==> src/rtl/psg_writer_if.sv <==
// Command request channel into the PSG writer: valid/ready handshake carrying one
// register update (channel, type, value).
interface psg_writer_if;
  logic       req_valid;
  logic       req_ready;
  logic [1:0] req_chan;
  logic       req_type;
  logic [9:0] req_data;

  modport master (
    output req_valid,
    output req_chan,
    output req_type,
    output req_data,
    input  req_ready
  );

  modport slave (
    input  req_valid,
    input  req_chan,
    input  req_type,
    input  req_data,
    output req_ready
  );
endinterface

==> src/rtl/psg_writer.sv <==
// Queues PSG register-update commands, encodes them as SN76489 latch/data bytes and
// drives databus/we_l with setup, strobe and hold phases for the PSG sampler.
module psg_writer #(
  parameter int unsigned DEPTH        = 4,
  parameter int unsigned SETUP_CYCLES = 1,
  parameter int unsigned WE_CYCLES    = 1,
  parameter int unsigned HOLD_CYCLES  = 1
) (
  input  logic             clk,
  input  logic             rst,
  psg_writer_if.slave      req,
  input  logic             audio_en,
  output logic [7:0]       databus,
  output logic             we_l,
  output logic             oe_l,
  output logic             busy
);

  localparam int unsigned AW = $clog2(DEPTH);
  localparam logic [7:0] SetupLoad = 8'(SETUP_CYCLES - 1);
  localparam logic [7:0] WeLoad    = 8'(WE_CYCLES - 1);
  localparam logic [7:0] HoldLoad  = 8'(HOLD_CYCLES - 1);
  localparam logic [AW:0] FullCount = (AW + 1)'(DEPTH);

  typedef enum logic [1:0] {StIdle, StSetup, StStrobe, StHold} state_e;

  // FIFO entry layout: {chan[1:0], type, data[9:0]}
  logic [12:0]   mem_q [DEPTH];
  logic [AW-1:0] wptr_q, rptr_q;
  logic [AW:0]   count_q, count_d;
  logic          ready_q;
  logic          push, pop, fifo_empty;

  state_e        state_q, state_d;
  logic [7:0]    cnt_q, cnt_d;
  logic [7:0]    bus_q, bus_d;
  logic [7:0]    second_byte_q, second_byte_d;
  logic          second_q, second_d;
  logic          we_q, we_d;
  logic          oe_q;
  logic          busy_q;

  logic [1:0]    head_chan;
  logic          head_type;
  logic [9:0]    head_data;
  logic [3:0]    head_low;
  logic [7:0]    head_latch;
  logic          head_two_byte;

  assign push       = req.req_valid && ready_q;
  assign fifo_empty = (count_q == '0);

  assign req.req_ready = ready_q;
  assign databus       = bus_q;
  assign we_l          = we_q;
  assign oe_l          = oe_q;
  assign busy          = busy_q;

  // FIFO storage needs no reset; occupancy is tracked by count_q.
  always_ff @(posedge clk) begin
    if (push) begin
      mem_q[wptr_q] <= {req.req_chan, req.req_type, req.req_data};
    end
  end

  always_ff @(posedge clk or posedge rst) begin
    if (rst) begin
      wptr_q  <= '0;
      rptr_q  <= '0;
      count_q <= '0;
      ready_q <= 1'b0;
    end else begin
      if (push) wptr_q <= wptr_q + 1'b1;
      if (pop)  rptr_q <= rptr_q + 1'b1;
      count_q <= count_d;
      ready_q <= (count_d != FullCount);
    end
  end

  always_comb begin
    count_d = count_q;
    unique case ({push, pop})
      2'b10:   count_d = count_q + 1'b1;
      2'b01:   count_d = count_q - 1'b1;
      default: count_d = count_q;
    endcase
  end

  // Encode the command at the FIFO head.
  always_comb begin
    {head_chan, head_type, head_data} = mem_q[rptr_q];
    head_two_byte = !head_type && (head_chan != 2'd3);
    if (!head_type && (head_chan == 2'd3)) begin
      head_low = {1'b0, head_data[2:0]};
    end else begin
      head_low = head_data[3:0];
    end
    head_latch = {1'b1, head_chan, head_type, head_low};
  end

  always_comb begin
    state_d       = state_q;
    cnt_d         = cnt_q;
    bus_d         = bus_q;
    second_byte_d = second_byte_q;
    second_d      = second_q;
    we_d          = we_q;
    pop           = 1'b0;

    unique case (state_q)
      StIdle: begin
        we_d = 1'b1;
        if (!fifo_empty) begin
          pop           = 1'b1;
          bus_d         = head_latch;
          second_d      = head_two_byte;
          second_byte_d = {2'b00, head_data[9:4]};
          cnt_d         = SetupLoad;
          state_d       = StSetup;
        end
      end
      StSetup: begin
        if (cnt_q == 8'd0) begin
          we_d    = 1'b0;
          cnt_d   = WeLoad;
          state_d = StStrobe;
        end else begin
          cnt_d = cnt_q - 8'd1;
        end
      end
      StStrobe: begin
        if (cnt_q == 8'd0) begin
          we_d    = 1'b1;
          cnt_d   = HoldLoad;
          state_d = StHold;
        end else begin
          cnt_d = cnt_q - 8'd1;
        end
      end
      StHold: begin
        if (cnt_q != 8'd0) begin
          cnt_d = cnt_q - 8'd1;
        end else if (second_q) begin
          bus_d    = second_byte_q;
          second_d = 1'b0;
          cnt_d    = SetupLoad;
          state_d  = StSetup;
        end else if (!fifo_empty) begin
          // Chain straight into the next command without passing through idle.
          pop           = 1'b1;
          bus_d         = head_latch;
          second_d      = head_two_byte;
          second_byte_d = {2'b00, head_data[9:4]};
          cnt_d         = SetupLoad;
          state_d       = StSetup;
        end else begin
          state_d = StIdle;
        end
      end
      default: state_d = StIdle;
    endcase
  end

  always_ff @(posedge clk or posedge rst) begin
    if (rst) begin
      state_q       <= StIdle;
      cnt_q         <= 8'd0;
      bus_q         <= 8'h00;
      second_byte_q <= 8'h00;
      second_q      <= 1'b0;
      we_q          <= 1'b1;
      oe_q          <= 1'b1;
      busy_q        <= 1'b0;
    end else begin
      state_q       <= state_d;
      cnt_q         <= cnt_d;
      bus_q         <= bus_d;
      second_byte_q <= second_byte_d;
      second_q      <= second_d;
      we_q          <= we_d;
      oe_q          <= ~audio_en;
      busy_q        <= (state_d != StIdle) || (count_d != '0);
    end
  end

endmodule

==> src/flat_wrapper.sv <==
// flat-port wrapper written by rule: the top's interface ports become plain ports
module psg_writer_flat 
#(
  parameter int unsigned DEPTH        = 4,
  parameter int unsigned SETUP_CYCLES = 1,
  parameter int unsigned WE_CYCLES    = 1,
  parameter int unsigned HOLD_CYCLES  = 1
)
  (clk, rst, audio_en, databus, we_l, oe_l, busy, req_req_valid, req_req_chan, req_req_type, req_req_data, req_req_ready);
  psg_writer_if req_i ();
  input  logic clk;
  input  logic rst;
  input  logic audio_en;
  output logic [7:0] databus;
  output logic we_l;
  output logic oe_l;
  output logic busy;
  input wire logic [$bits(req_i.req_valid)-1:0] req_req_valid;
  input wire logic [$bits(req_i.req_chan)-1:0] req_req_chan;
  input wire logic [$bits(req_i.req_type)-1:0] req_req_type;
  input wire logic [$bits(req_i.req_data)-1:0] req_req_data;
  output wire logic [$bits(req_i.req_ready)-1:0] req_req_ready;
  assign req_i.req_valid = req_req_valid;
  assign req_i.req_chan = req_req_chan;
  assign req_i.req_type = req_req_type;
  assign req_i.req_data = req_req_data;
  assign req_req_ready = req_i.req_ready;
  psg_writer #(.DEPTH(DEPTH), .SETUP_CYCLES(SETUP_CYCLES), .WE_CYCLES(WE_CYCLES), .HOLD_CYCLES(HOLD_CYCLES)) u_core (.clk(clk), .rst(rst), .req(req_i), .audio_en(audio_en), .databus(databus), .we_l(we_l), .oe_l(oe_l), .busy(busy));
endmodule
==> config.mk <==
export PLATFORM = sky130hd
export DESIGN_NAME = psg_writer_flat
export DESIGN_NICKNAME = d
export VERILOG_FILES = /design/src/rtl/psg_writer_if.sv /design/src/rtl/psg_writer.sv /design/src/flat_wrapper.sv
export SDC_FILE = /design/constraint.sdc
export NUM_CORES = 1
export LEC_CHECK = 0
export ABC_CLOCK_PERIOD_IN_PS = 3400
export BUFFER_PORTS_ARGS = -buffer_cell sky130_fd_sc_hd__buf_2
export CAP_MARGIN = 20
export CORE_ASPECT_RATIO = 0.75
export CORE_UTILIZATION = 55
export CTS_CLUSTER_DIAMETER = 50
export CTS_CLUSTER_SIZE = 30
export DETAILED_ROUTE_END_ITERATION = 10
export GPL_ROUTABILITY_DRIVEN = 0
export PLACE_DENSITY = 0.79
export SLEW_MARGIN = 0
export SYNTH_ARGS = -nofsm -noshare
export SYNTH_HDL_FRONTEND = slang
export SYNTH_SLANG_ARGS = --single-unit
==> constraint.sdc <==
create_clock -name clk -period 3.4 [get_ports clk]
set_input_delay 0.68 -clock clk [delete_from_list [all_inputs] [get_ports clk]]
set_output_delay 0.68 -clock clk [all_outputs]
set_load 0.01 [all_outputs]
== After elaboration in Yosys (flattened, before gate mapping) ==
Memory sizes are Yosys's and may differ from the RTL's.
Index checks and enable logic that the tools add are counted.
Cells by class
  multiplexer cells: 36
  bitwise operators: 1
  multipliers: 0
  divide/modulo/power cells: 0
  shifts and indexed selects: 0
  $lt $le $gt $ge: 0
  equal/unequal tests: 13
  add/subtract/negate cells: 5
  reductions and logical operators: 18
Operator list (count)
  8-bit two-way mux: 10
  8-bit one-hot mux with 2 select lines: 2
  8-bit one-hot mux with 3 select lines: 1
  1-bit two-way mux: 12
  2-bit two-way mux: 5
  3-bit AND reduction: 3
  2-bit == test, second input constant: 4
  8-bit zero test: 1
  2-bit != test, second input constant: 4
  2-bit one-hot mux with 4 select lines: 1
  8-bit nonzero test: 1
  8-bit by 1-bit subtractor with 8-bit output, second input constant: 1
  3-bit one-hot mux with 2 select lines: 1
  3-bit nonzero test: 2
  2-bit by 1-bit adder with 2-bit output, second input constant: 2
  2-bit by 1-bit == test with 1-bit output, second input constant: 2
  4-bit two-way mux: 1
  2-bit by 1-bit != test with 1-bit output, second input constant: 2
  1-bit one-hot mux with 2 select lines: 2
  2-bit nonzero test: 2
  3-bit by 1-bit adder with 3-bit output, second input constant: 1
  1-bit logical AND: 3
  3-bit zero test: 1
  3-bit != test, second input constant: 1
  8 further kinds: 8
Storage, ports and cells
  memory bits (writable): 52
  register bits after elaboration: 38
  input port bits: 17
  memories kept: 1
  bits in latches: 0
  bits in read-only memories: 0
  output and inout port bits: 12
  logic and storage cells: 86
Memories
  u_core.mem_q: words 4, bits a word 13, read ports 1, clocked after memory_dff 0, write ports 1, line psg_writer.sv:28  | logic [12:0] mem_q [DEPTH];

== Depth between registers and ports, before layout ==
Gate-level depths: netlist of the first run.
  depth after elaboration: 9
  depth in mapped cells: 13
  mapped depth without buffers: 12

== Worst setup path after synthesis of the first run ==
Ideal clock, no wire load.
  kind: reg2reg
  start: register u_core.cnt_q[0]
  end: register u_core.busy_q (netlist: u_core.busy)
  required time: 3.258 ns
  path buffers: 1
  arrival time: 2.409 ns
  library setup time: 0.142 ns
  period minus slack after synthesis: 2.551 ns
  cell stages (with the launch flop): 12
  path slack: 0.849 ns
  path through: dfrtp_1 -> inv_1 -> ha_1 -> nor4b_4 -> buf_4 -> a31oi_1 -> nor3_2 -> ha_1 -> fa_1 -> nor2_1 -> a22o_1 -> o2111ai_1
On the way
  cells in the longest elaborated chain, start to end: 7
  elaborated cells between the ends (all ways): 14
  classes of those cells: 2 x eq/ne; 7 x mux; 5 x reduce/logical
RTL lines
  start, declared: line psg_writer.sv:35  | logic [7:0] cnt_q, cnt_d;
  start signal, assigned: line psg_writer.sv:176  | cnt_q <= cnt_d;
  8-bit nonzero test: line psg_writer.sv:141  | if (cnt_q != 8'd0) begin
  1-bit two-way mux: line psg_writer.sv:141
  1-bit one-hot mux with 2 select lines: line psg_writer.sv:110  | unique case (state_q)
  2-bit by 1-bit == test with 1-bit output / 2-bit == test (equally long branches): line psg_writer.sv:82  | unique case ({push, pop})
  3-bit one-hot mux with 2 select lines: line psg_writer.sv:82
  3-bit nonzero test: line psg_writer.sv:182  | busy_q <= (state_d != StIdle) || (count_d != '0);
  1-bit logical OR *: line psg_writer.sv:182
  end signal, assigned: line psg_writer.sv:182
  end, declared: line psg_writer.sv:41  | logic busy_q;
Every way passes the cells marked *; elsewhere a longest branch is shown, timed or not.
A chain may end at the register's enable or synchronous reset.

== Worst setup path after layout of the first run ==
  start: register u_core.cnt_q[5]
  end: register u_core.busy_q (netlist: u_core.busy)
Same word-level chain as after synthesis.

==> results of run 1 <==
area by class of cell:
class	instances	area (um^2)	area share
clock buffer	9	124	0.0283
timing repair buffer	32	170	0.0389
tap	98	123	0.0280
sequential	88	2460	0.563
multi-input combinational	143	1370	0.313
inverter	17	63.8	0.0146
clock inverter	7	62.6	0.0143
Yosys cell counts (2+ instances only):
cell type | instances | area share
a32o_1 | 2 | 0.0051
o211ai_1 | 2 | 0.0038
dfrtp_1 | 34 | 0.22
mux2_4 | 6 | 0.023
and3_1 | 6 | 0.0095
inv_1 | 17 | 0.016
a2bb2oi_1 | 2 | 0.0045
nor3_2 | 3 | 0.0076
xor2_1 | 2 | 0.0045
a31oi_1 | 6 | 0.0095
a21oi_1 | 6 | 0.0076
o21ai_0 | 6 | 0.0076
clkbuf_1 | 2 | 0.0019
ha_1 | 11 | 0.035
o22ai_1 | 2 | 0.0032
dfstp_2 | 2 | 0.013
nand2_1 | 10 | 0.0095
or3_1 | 4 | 0.0064
nand2b_1 | 2 | 0.0032
nor2_1 | 8 | 0.0076
a211oi_1 | 3 | 0.0057
a211oi_2 | 2 | 0.0064
xnor2_1 | 4 | 0.0089
nand3_1 | 2 | 0.0025
mux4_2 | 13 | 0.074
a211o_1 | 2 | 0.0045
a221o_1 | 2 | 0.0051
mux2_2 | 3 | 0.0086
o21ai_1 | 2 | 0.0025
edfxtp_1 | 52 | 0.40
buf_2 | 5 | 0.0064
a22o_1 | 9 | 0.020
power groups by stage:
stage | Sequential, mW | Combinational [mW] | Clock (mW)
floorplan | 1.62 | 1.21 | 0
global placement | 1.68 | 1.48 | 0
detailed placement | 1.71 | 1.53 | 0
CTS | 1.68 | 1.54 | 0.691
global route | 1.72 | 1.67 | 0.730
finish | 1.68 | 1.53 | 0.674
worst min path at each step:
stage,slack (ns),cells after the start,from,to
floorplan,0.48,1,u_core.second_byte_q[4],u_core.second_byte_q[4]
detailed placement,0.48,1,u_core.databus[6],u_core.databus[6]
global placement,0.48,2,u_core.we_l,u_core.we_l
finish,0.41,3,rst,u_core.count_q[0]
CTS,0.41,3,rst,u_core.req.req_ready
global route,0.41,2,audio_en,u_core.oe_l
tightest hold or removal path, delay by kind of cell:
| kind | cells | cell delay [ns] |
|---|---|---|
| buffers and inverters | 3 | 0.52 |
sequential cells by signal (all words and copies together), names as in the netlist:
signal,cells
u_core.busy,1
u_core.cnt_q,8
u_core.count_q,3
u_core.databus,8
u_core.mem_q,52
u_core.oe_l,1
u_core.req.req_ready,1
u_core.rptr_q,2
u_core.second_byte_q,6
u_core.second_q,1
u_core.state_q,2
u_core.we_l,1
u_core.wptr_q,2
per-stage QoR:
stage	utilization	hold slack [ns]
after CTS	0.637	0.407
final	0.637	0.409
after global placement	0.610	0.479
after global routing	0.637	0.410
after detailed placement	0.610	0.482
after floorplan	-	0.476
cells by family after synthesis:
| family | after synthesis |
|---|---|
| adders and majority gates | 12 |
| xor gates and xnor gates | 6 |
| DFF | 88 |
| and+or+nand+nor | 46 |
| muxes | 22 |
| buffers and inverters | 25 |
| AOI/OAI and AO/OA | 57 |
layout by cell type (no fill, tap or decap), drive strengths merged, types with 3 or more instances in the layout:
| cell | count |
|---|---|
| edfxtp | 52 |
| dfrtp | 34 |
| buf | 32 |
| inv | 21 |
| mux4 | 13 |
| ha | 11 |
| nand2 | 11 |
| a22o | 9 |
| clkbuf | 9 |
| nor2 | 9 |
| o21ai | 9 |
| mux2 | 9 |
| a21oi | 7 |
| and3 | 6 |
| a31oi | 6 |
| a211oi | 5 |
| xnor2 | 4 |
| or3 | 4 |
| nor3 | 4 |
| a211o | 3 |
| nand3 | 3 |
| clkinv | 3 |
metal layers:
metal  track usage  vias up
li1              -     1065
met1         0.282     1155
met2         0.339       65
met3        0.0724       15
met4        0.0882        0
met5             0        -
==> flow_metrics.py, run 1 <==
metrics = {
    "run_status": {
        "outcome": "complete, no violations",
    },
    "final_layout": {
        "layout.cells.non_filler": 394,
        "finalNetCount": 320,
        "num-fill-cells": 510,
        "area_growth_pct": 11.2,
        "postLayoutCellArea_um2": 4380,
        "antenna_cells": 0,
        "drive_above_1_share": 0.301,
    },
    "worst_setup_path": {
        "cp.arrival_ns": 2.82,
        "critical_path.cell_chain": "nor4_4, a31oi_1, nor3_2, ha_1, fa_1, nor2_1, a22o_1, o2111ai_1",
        "r2r_cells": 8,
        "critPathCaptureType": "register",
        "crit_path_max_incr_delay_ns": 0.50,
        "start_kind": "register",
        "path_depth": 8,
        "crit_type": "reg2reg",
        "crit_path_end": "u_core.busy",
        "required_ns": 3.63,
        "crit_family": "simple AND/OR/NAND/NOR gates",
        "worstReg2RegStart": "u_core.cnt_q[5]",
        "cp_slowest_cell": "nor4_4",
        "path_max_fanout": 6,
        "r2r_end": "u_core.busy",
        "cp_num_buf_inv": 0,
        "crit_start": "u_core.cnt_q[5]",
        "r2r_slack_ns": 0.81,
    },
    "global_route": {
        "grt.overflow.total": 0,
        "grt_usage": 0.216,
        "antenna_found_initial": 0,
        "grt_max_degree": 37,
        "grt_pass1_wl_mm": 11.5,
        "grt_pass1_vias": 2267,
    },
    "clock_tree": {
        "cts-root-buf": "clkbuf_8",
        "htree_levels": 3,
        "ctsResizeCount": 0,
        "clockBufferDepth": 2,
        "cts_sinks": 88,
        "clkLatencyLatePin_ns": 0.36,
        "cts_hold_buffers": 0,
        "numCtsBuffers": 9,
        "clk_pin_slew_ns": 0.10,
        "cts_tree": "done",
        "cts_setup_buffers": 0,
    },
    "yosys": {
        "avgSynthCellArea_um2": 15.4,
        "netlist_area_um2": 3940,
        "synth-compound-area-share": 0.113,
        "synth_xor_area_frac": 0.0134,
        "yosysUniqueCellTypes": 56,
        "yosys_warnings": 0,
        "ys.flop_type": "edfxtp_1",
        "muxShareOfSynthArea": 0.106,
        "synth_top_family_by_area": "compound AO/OA/AOI/OAI gates",
        "synthSimpleGateAreaFrac": 0.0753,
        "syn_inst": 256,
        "async_reset_ff_frac": 0.409,
        "synth_fa_ha_area_frac": 0.0401,
        "synth_edf_count": 52,
        "yosysSeqAreaShare": 0.626,
        "syn_nets": 285,
        "synth_seq_cells": 88,
    },
    "timing": {
        "relSlewSlack": 0.447,
        "final_max_slew_viol_count": 0,
        "period_share": 0.763,
        "setup_viol": 0,
        "clock.fmax_ghz": 0.385,
        "rsz0062_at_grt": "no",
        "period_minus_slack_ns": 2.59,
        "tns_ns": 0,
        "setup_slack_ns": 0.805,
        "worst_slew_pin_slew_ns": 0.818,
        "hold_viol_final": 0,
        "finalClockSkew_ns": 0.00967,
    },
    "power": {
        "powerDensity_nw_per_um2": 887,
        "power.leakage_nw": 1.75,
        "switching_power_mw": 1.39,
        "clkPwrFrac": 0.174,
        "total_power_mw": 3.88,
        "combinationalPowerShare": 0.395,
        "peakVddDrop_v": 0.000380,
        "power.internal_mw": 2.49,
        "power_frac_seq": 0.432,
        "switching_share": 0.358,
    },
    "floorplan": {
        "die_h_um": 75.3,
        "start_util": 0.573,
        "pin_count": 29,
        "die-area_um2": 7500,
        "coreArea_um2": 6860,
        "die_x_um": 99.7,
        "core.rowCount": 26,
    },
    "detailed_routing": {
        "drc": 0,
        "route.vias.total": 2300,
        "vias_per_cell": 5.84,
        "drt-met1-wl_mm": 3.32,
        "firstDrtPassIters": 4,
        "wl_met2_mm": 3.28,
        "ant_nets": 0,
        "drtIter0Drc": 84,
        "routedWlPerCell_um": 18.2,
        "totalWireLength_mm": 7.17,
        "highest_layer": "met4",
        "wl_met3_um": 441,
    },
    "place": {
        "port_buffers": 28,
        "dpl_cell_area_um2": 4190,
        "dp.cells": 378,
        "post-place-ws_ns": 0.836,
        "dp_hpwl_mm": 5.05,
    },
    "job": {
        "maxCapViolCount": 0,
    },
    "min_path": {
        "hold_class": "in2async",
    },
}
(Power assumes the default switching activity.)
==> run 2, diff against run 1 <==
--- a/config.mk
+++ b/config.mk
@@ -5,7 +5,7 @@
 export SDC_FILE = /design/constraint.sdc
 export NUM_CORES = 1
 export LEC_CHECK = 0
-export ABC_CLOCK_PERIOD_IN_PS = 3400
+export ABC_CLOCK_PERIOD_IN_PS = 2600
 export BUFFER_PORTS_ARGS = -buffer_cell sky130_fd_sc_hd__buf_2
 export CAP_MARGIN = 20
 export CORE_ASPECT_RATIO = 0.75
==> constraint.sdc (replaced) <==
create_clock -name clk -period 2.6 [get_ports clk]
set_input_delay 0.52 -clock clk [delete_from_list [all_inputs] [get_ports clk]]
set_output_delay 0.52 -clock clk [all_outputs]
set_load 0.01 [all_outputs]
==> flow_metrics.py, run 2 (same netlist as run 1, synthesis figures left out) <==
metrics = {
    "clock_tree": {
        "htree_levels": 3,
        "numCtsBuffers": 9,
        "cts_hold_buffers": 0,
        "clkLatencyLatePin_ns": 0.36,
        "cts_tree": "done",
        "cts_sinks": 88,
        "clockBufferDepth": 2,
        "clk_pin_slew_ns": 0.09,
        "cts-root-buf": "clkbuf_8",
    },
    "global_route": {
        "antenna_found_initial": 0,
        "grt_pass1_wl_mm": 11.3,
        "grt_max_degree": 37,
        "grt_pass1_vias": 2228,
        "grt.overflow.total": 0,
        "grt_usage": 0.209,
    },
    "final_layout": {
        "num-fill-cells": 494,
        "area_growth_pct": 14.0,
        "antenna_cells": 0,
        "final_core_util": 0.654,
        "finalNetCount": 331,
        "final_common_cell": "edfxtp_1",
        "drive_above_1_share": 0.336,
        "multi_input_area_um2": 1390,
        "final_cell_mix": "52 x edfxtp_1, 34 x dfrtp_1, 28 x buf_2",
        "largest_register_ffs": 52,
        "layout.cells.non_filler": 405,
        "regArea_um2": 2460,
        "top_register": "u_core.mem_q",
    },
    "timing": {
        "hold_viol_final": 0,
        "setup_viol": 0,
        "period_share": 0.959,
        "finalHoldWorstSlack_ns": 0.239,
        "finalClockSkew_ns": 0.0140,
        "period_minus_slack_ns": 2.49,
        "setup_slack_ns": 0.105,
        "worst_slew_pin_slew_ns": 0.712,
        "final_max_slew_viol_count": 0,
        "clock.fmax_ghz": 0.401,
        "relSlewSlack": 0.526,
        "tns_ns": 0,
    },
    "detailed_routing": {
        "firstDrtPassIters": 6,
        "drtIter0Drc": 159,
        "routedWlPerCell_um": 17.8,
        "totalWireLength_mm": 7.19,
        "vias_per_cell": 5.78,
        "ant_nets": 0,
        "drc": 0,
        "route.vias.total": 2340,
    },
    "power": {
        "power_frac_seq": 0.412,
        "switching_power_mw": 1.85,
        "clkPwrFrac": 0.174,
        "power.internal_mw": 3.36,
        "powerDensity_nw_per_um2": 1160,
        "peakVddDrop_v": 0.000516,
        "combinationalPowerShare": 0.414,
        "power.leakage_nw": 1.80,
        "switching_share": 0.355,
    },
    "place": {
        "post-place-ws_ns": 0.0851,
        "dp.cells": 384,
        "dp_hpwl_mm": 5.04,
        "port_buffers": 28,
    },
    "floorplan": {
        "die_x_um": 99.7,
        "core.rowCount": 26,
        "start_util": 0.573,
        "coreArea_um2": 6860,
        "die-area_um2": 7500,
        "die_h_um": 75.3,
        "pin_count": 29,
    },
    "worst_setup_path": {
        "crit_type": "reg2reg",
        "crit_path_max_incr_delay_ns": 0.43,
        "path_max_fanout": 5,
        "start_kind": "register",
        "cp_slowest_cell": "fa_1",
        "critPathCaptureType": "register",
        "cp.arrival_ns": 2.72,
        "required_ns": 2.83,
        "critical_path.cell_chain": "inv_1, ha_4, nor4b_4, a31oi_2, nor3_2, ha_2, fa_1, nor2_1, a22o_1, o2111ai_1",
    },
    "run_status": {
        "outcome": "complete, no violations",
    },
    "min_path": {
        "hold_class": "in2async",
    },
    "job": {
        "maxCapViolCount": 0,
    },
}
## run 2: timing repair
item                       in CTS  in global routing
gates resized for setup         0                  4
buffers inserted                0                  5
setup endpoints to repair       0                  2
## run 2: area by class of cell
| class | instances | area share |
|---|---|---|
| clock buffers | 9 | 0.0276 |
| clock inverters | 7 | 0.0156 |
| inverters | 17 | 0.0142 |
| multi-input cells | 143 | 0.310 |
| flip-flops and latches | 88 | 0.549 |
| well taps | 98 | 0.0273 |
| repair buffers | 43 | 0.0563 |
## run 2: per-layer routing
metal,vias up,GRT usage,part of all wire
li1,1088,-,-
met1,1188,0.295,0.47
met2,60,0.323,0.47
met3,4,0.0529,0.049
met4,0,0.0686,0.0076
met5,-,0,0
## run 2: power by group through the flow
stage	sequential (mW)	clock, mW	combinational [mW]
after floorplan	2.12	0	1.59
after global placement	2.16	0	2.04
after detailed placement	2.19	0	2.11
after CTS	2.16	0.937	2.13
after global routing	2.19	0.981	2.37
final	2.15	0.908	2.16
## run 2: worst max-delay path: cells and delay by family, from the launching register on
kind / cells / cell delay (ns)
fa+ha+maj: 3 / 0.81
simple gates: 3 / 0.62
compound gates: 3 / 0.41
flops: 1 / 0.40
buf+inv: 1 / 0.11
## run 2: path summary, 6_finish.rpt
check	from	to	slack, ns	cells after the start
max in group asynchronous	rst	u_core.we_l	2.00	3
max	u_core.cnt_q[1]	u_core.busy	0.11	10
max reg2reg	u_core.cnt_q[1]	u_core.busy	0.11	10
min	rst	u_core.count_q[0]	0.24	3
min reg2reg	u_core.we_l	u_core.we_l	0.49	2
min in group clk	audio_en	u_core.oe_l	0.26	2
## run 2: through the flow
stage               instance area (um^2)  power (mW)
floorplan                           3940        3.70
global placement                    4230        4.20
detailed placement                  4230        4.30
CTS                                 4430        5.22
global route                        4490        5.54
finish                              4490        5.22
